## config.mk

```make
export PLATFORM = sky130hd
export DESIGN_NAME = cu_sequencer
export DESIGN_NICKNAME = d
export VERILOG_FILES = /design/src/rtl/cu_sequencer.sv
export SDC_FILE = /design/constraint.sdc
export NUM_CORES = 1
export LEC_CHECK = 0
export ABC_AREA = 1
export CAP_MARGIN = 20
export CORE_AREA = 2 2 58 60
export DETAILED_ROUTE_END_ITERATION = 10
export DIE_AREA = 0 0 60 62
export GPL_TIMING_DRIVEN = 0
export PLACE_DENSITY_LB_ADDON = 0.25
export SLEW_MARGIN = 20
export SYNTH_ARGS = -nofsm -noshare
export SYNTH_HDL_FRONTEND = slang
export SYNTH_SLANG_ARGS = --single-unit
```

## constraint.sdc

```tcl
create_clock -name clk -period 1.2 [get_ports clk]
set_input_delay 0.12 -clock clk [delete_from_list [all_inputs] [get_ports clk]]
set_output_delay 0.12 -clock clk [all_outputs]
set_load 0.02 [all_outputs]
```

## src/rtl/cu_sequencer.sv

```systemverilog
// Multi-cycle control-unit sequencer: START -> FETCH -> DECODE -> EXECUTE[xN]
// -> optional MEMORY -> optional EXCEPT -> START, with global stall and flush.
module cu_sequencer #(
    parameter int CNT_W    = 3,
    parameter int FETCH_HS = 1,
    parameter int IRQ_EN   = 1
) (
    input  logic             clk,
    input  logic             rst,
    input  logic             stall,
    input  logic             mem_ready,
    input  logic [CNT_W-1:0] exec_cycles,
    input  logic             write_rd,
    input  logic             update_flags,
    input  logic             mem_access,
    input  logic             mem_write,
    input  logic             branch_taken,
    input  logic             irq_pend,
    output logic             cu_fetch,
    output logic             cu_decode,
    output logic             cu_execute,
    output logic             cu_mem,
    output logic             mem_req,
    output logic             cu_wr_mem,
    output logic             new_pc_en,
    output logic             ld_pc,
    output logic             ld_rd,
    output logic             ld_apsr,
    output logic             ld_ipsr,
    output logic             ld_sp,
    output logic             ld_lr,
    output logic             ld_primask,
    output logic             flush,
    output logic             busy,
    output logic [2:0]       state
);

    typedef enum logic [2:0] {
        S_START   = 3'b000,
        S_FETCH   = 3'b001,
        S_DECODE  = 3'b010,
        S_EXECUTE = 3'b011,
        S_MEMORY  = 3'b100,
        S_EXCEPT  = 3'b101
    } state_e;

    state_e           state_q, state_d;
    logic [CNT_W-1:0] cnt_q, cnt_d;
    logic             wr_q, wr_d;
    logic             uf_q, uf_d;
    logic             ma_q, ma_d;
    logic             mw_q, mw_d;
    logic             flush_q, flush_d;

    logic             irq_take;
    logic             state_ok;

    assign irq_take = (IRQ_EN != 0) && irq_pend;
    assign state_ok = (state_q <= S_EXCEPT);

    always_comb begin
        // NOTE: every signal written here gets a default first, so no path can infer a latch.
        state_d    = state_q;
        cnt_d      = cnt_q;
        wr_d       = wr_q;
        uf_d       = uf_q;
        ma_d       = ma_q;
        mw_d       = mw_q;
        flush_d    = 1'b0;
        cu_fetch   = 1'b0;
        cu_decode  = 1'b0;
        cu_execute = 1'b0;
        cu_mem     = 1'b0;
        mem_req    = 1'b0;
        cu_wr_mem  = 1'b0;
        new_pc_en  = 1'b0;
        ld_pc      = 1'b0;
        ld_rd      = 1'b0;
        ld_apsr    = 1'b0;
        ld_ipsr    = 1'b0;
        ld_sp      = 1'b0;
        ld_lr      = 1'b0;
        ld_primask = 1'b0;

        case (state_q)
            S_START: begin
                new_pc_en = 1'b1;
                ld_rd     = wr_q;
                ld_apsr   = uf_q;
                state_d   = S_FETCH;
            end
            S_FETCH: begin
                cu_fetch = 1'b1;
                mem_req  = 1'b1;
                if ((FETCH_HS == 0) || mem_ready) begin
                    ld_pc   = 1'b1;
                    state_d = S_DECODE;
                end
            end
            S_DECODE: begin
                cu_decode = 1'b1;
                wr_d      = write_rd;
                uf_d      = update_flags;
                ma_d      = mem_access;
                mw_d      = mem_write;
                // A zero count still costs one EXECUTE cycle.
                cnt_d     = (exec_cycles == '0) ? '0 : exec_cycles - CNT_W'(1);
                state_d   = S_EXECUTE;
            end
            S_EXECUTE: begin
                cu_execute = 1'b1;
                if (cnt_q == '0) begin
                    flush_d = branch_taken;
                    if (ma_q)          state_d = S_MEMORY;
                    else if (irq_take) state_d = S_EXCEPT;
                    else               state_d = S_START;
                end else begin
                    cnt_d = cnt_q - CNT_W'(1);
                end
            end
            S_MEMORY: begin
                cu_mem    = 1'b1;
                mem_req   = 1'b1;
                cu_wr_mem = mw_q;
                if (mem_ready) state_d = irq_take ? S_EXCEPT : S_START;
            end
            S_EXCEPT: begin
                ld_sp      = 1'b1;
                ld_lr      = 1'b1;
                ld_ipsr    = 1'b1;
                ld_primask = 1'b1;
                wr_d       = 1'b0;
                uf_d       = 1'b0;
                state_d    = S_START;
            end
            default: state_d = S_START;
        endcase

        // Stall freezes everything and kills strobes; mem_req/cu_wr_mem stay as decoded.
        if (stall && state_ok) begin
            state_d    = state_q;
            cnt_d      = cnt_q;
            wr_d       = wr_q;
            uf_d       = uf_q;
            ma_d       = ma_q;
            mw_d       = mw_q;
            flush_d    = flush_q;
            new_pc_en  = 1'b0;
            ld_pc      = 1'b0;
            ld_rd      = 1'b0;
            ld_apsr    = 1'b0;
            ld_ipsr    = 1'b0;
            ld_sp      = 1'b0;
            ld_lr      = 1'b0;
            ld_primask = 1'b0;
        end
    end

    // NOTE: sequential state uses non-blocking assignments so every register samples pre-edge values.
    always_ff @(posedge clk) begin
        if (rst) begin
            state_q <= S_START;
            cnt_q   <= '0;
            wr_q    <= 1'b0;
            uf_q    <= 1'b0;
            ma_q    <= 1'b0;
            mw_q    <= 1'b0;
            flush_q <= 1'b0;
        end else begin
            state_q <= state_d;
            cnt_q   <= cnt_d;
            wr_q    <= wr_d;
            uf_q    <= uf_d;
            ma_q    <= ma_d;
            mw_q    <= mw_d;
            flush_q <= flush_d;
        end
    end

    assign flush = flush_q && !stall;
    assign busy  = (state_q != S_START);
    assign state = state_q;

endmodule
```

==> results.json <==
{
  "synth-xor-area-share_pct": 1.17,
  "synthMuxAreaShare_pct": 0,
  "finalSetupViolCount": 22,
  "core_um2": 3180,
  "firstDrtPassIters": 4,
  "final_area_um2": 1340,
  "dpl-instance-area_um2": 1150,
  "relSlewSlack_pct": 74.1,
  "yosysSeqAreaShare_pct": 29.4,
  "clock_path_buffers": 2,
  "drt-total-wl_mm": 2.16,
  "grt_max_degree": 9,
  "synthToLayoutAreaGrowth_pct": 79.4,
  "worstHoldStart": "update_flags",
  "clock_skew_ns": 0.00891,
  "syn_area_per_cell_um2": 6.18,
  "synthCells": 121,
  "die_area_um2": 3720,
  "htreeDepth": 1,
  "synth_top_family_by_area": "simple AND/OR/NAND/NOR gates",
  "status": "finished, violations left",
  "overflow": 0,
  "row_count": 21,
  "critPathBufInv": 3,
  "p_total_w": 0.00130,
  "synth-simple-area-share_pct": 39.1,
  "grt_pass1_wl_mm": 3.43,
  "cp_cell_sequence": "inv_2 > nand3_4 > nor2_4 > buf_4 > buf_4",
  "clock_latency_ns": 0.27,
  "ir_worst_vdd_v": 0.000364,
  "critPathMaxStageDelay_ns": 0.37,
  "synth-seq-cells": 11,
  "synth_compound_gate_area_share_pct": 10.5,
  "synth_fa_ha_area_share_pct": 6.69,
  "layout.nets": 183,
  "cp_slowest_cell": "dfxtp_4",
  "stdcell_count": 211,
  "cts.clk_slew.worst_paths_ns": 0.08,
  "rsz0062_at_grt": "yes",
  "clockRootBuffer": "clkbuf_4",
  "dp.cells": 198,
  "synth_area_um2": 748,
  "fin_crit_sh_pct": 113,
  "routedWlPerCell_um": 10.2,
  "worst_ep_required_time_ns": 1.08,
  "dr_total_vias": 887,
  "syn_nets": 138,
  "slew_viol_final": 0,
  "cp-startpoint": "state[1]",
  "place.gp.congestion": 0.757,
  "ys_warn_count": 0,
  "port_buffers": 31,
  "antenna_found_initial": 0,
  "tightest_slew_ns": 0.389,
  "cts_hold_buffers": 0,
  "n_antenna_cell": 0,
  "period_needed_ns": 1.36,
  "start_util_pct": 23.5,
  "fin_ws_ns": -0.156,
  "route.detailed.drc": 0,
  "drive_above_1_share_pct": 40.6,
  "p_per_area_nw_per_um2": 968,
  "cp-start-kind": "register",
  "drt_iter0_drc": 18,
  "ios": 32,
  "yosysUniqueCellTypes": 18,
  "cts.sinks": 11,
  "critical_path.most_common_cell": "buf_4",
  "regToRegStartpoint": "state[0]",
  "vias_per_cell": 4.20,
  "die_w_um": 60,
  "endpoint_kind": "primary output",
  "violations": "negative setup slack",
  "hpwl_mm": 1.58,
  "antenna_left": 0,
  "max_freq_mhz": 737,
  "path_max_fanout": 5,
  "hold_path_class": "input pin to register",
  "cts_tree": "yes",
  "drv_cap": 0,
  "finalHoldViolations": 0,
  "dp_slack_ns": -0.643,
  "worst_ep_arrival_time_ns": 1.24,
  "grt.total_usage_pct": 12.3,
  "p_leak_nw": 0.638,
  "grt_pass1_vias": 824,
  "worstSetupPathType": "register to primary output",
  "die_y_um": 62,
  "cts_inserted_buffers": 3,
  "cp_top_family": "flip-flops"
}
-- cell families (layout without fill, tap and decap cells) --
family,Yosys count,count (layout)
and+or+nand+nor,67,67
buffers and inverters,23,67
AOI/OAI and AO/OA,15,15
DFF,11,11
adders and majority gates,4,4
xor gates and xnor gates,1,1
-- power by group --
| group | switching, W | leakage (nW) | internal, W | total (W) |
|---|---|---|---|---|
| clock | 0.000127 | 0.0150 | 0.000129 | 0.000255 |
| sequential | 0.0000456 | 0.0921 | 0.000398 | 0.000443 |
| combinational | 0.000332 | 0.531 | 0.000269 | 0.000601 |
-- synthesized netlist by cell type --
| cell | count | area [um2] |
|---|---|---|
| nand2_1 | 29 | 109 |
| nor2_1 | 19 | 71.3 |
| inv_1 | 17 | 63.8 |
| dfxtp_1 | 11 | 220 |
| nand3_1 | 9 | 45.0 |
| o21ai_0 | 8 | 40.0 |
| a21oi_1 | 6 | 30.0 |
| ha_1 | 4 | 50.1 |
| buf_4 | 3 | 22.5 |
| inv_2 | 3 | 11.3 |
| nor2_2 | 3 | 18.8 |
| nand2_2 | 2 | 12.5 |
| nor3b_1 | 2 | 15.0 |
| a21oi_2 | 1 | 8.76 |
| nand3_2 | 1 | 10.0 |
| nand4_1 | 1 | 6.26 |
| nor3_1 | 1 | 5.00 |
| xnor2_1 | 1 | 8.76 |
-- cells in the final DEF, fill, tap and decap left out, drive strengths merged --
cell,count
nand2,31
buf,27
nor2,22
inv,20
clkdlybuf4s50,11
dfxtp,11
nand3,10
o21ai,8
a21oi,7
clkbuf,5
ha,4
dlygate4sd2,4
nor3b,2
nor3,1
xnor2,1
nand4,1
-- layout make-up --
type,count,area (um2)
fill,338,1840
multi-input combinational,87,563
timing repair buffer,40,360
sequential,11,233
inverter,20,80.1
tap,46,57.6
clock buffer,4,26.3
buffer,3,22.5
-- per-stage QoR --
stage / util [%] / hold WS [ns] / TNS (ns)
2_1_floorplan: - / 0.189 / -0.0236
3_3_place_gp: 36.2 / 0.441 / -9.96
3_5_place_dp: 36.2 / 0.447 / -9.86
4_1_cts: 40.6 / 0.435 / -1.56
5_1_grt: 42.2 / 0.454 / -3.13
6_report: 42.2 / 0.439 / -1.51
-- final timing paths --
check        cells after the start  slack [ns]  endpoint
max                              5       -0.16     ld_lr
min                              3        0.44      uf_q
max reg2reg                      8       -0.06  cnt_q[0]
min reg2reg                      2        0.46      uf_q
-- flip-flops by register name, indices dropped and copies added, names as in the netlist --
| register | count |
|---|---|
| state | 3 |
| uf_q | 1 |
| cnt_q | 3 |
| flush_q | 1 |
| wr_q | 1 |
| mw_q | 1 |
| ma_q | 1 |
-- what timing repair did --
action	in CTS	in global routing
resized for setup	114	10
setup buffers	6	3
pin swaps	12	5
setup endpoints to repair	27	25
hold endpoints to repair	0	0
cloned	0	0
-- layer usage --
layer,track usage [%],part of all wire (%)
met1,13.0,42
met2,23.4,51
met3,1.24,5.7
met4,7.62,1.3
met5,0,0
-- tightest hold or removal path, stage by stage --
cell	delay (ns)
clkdlybuf4s50_1	0.40
nand3_1	0.08
a21oi_1	0.06
No activity file was read; power rests on OpenSTA's default activity.
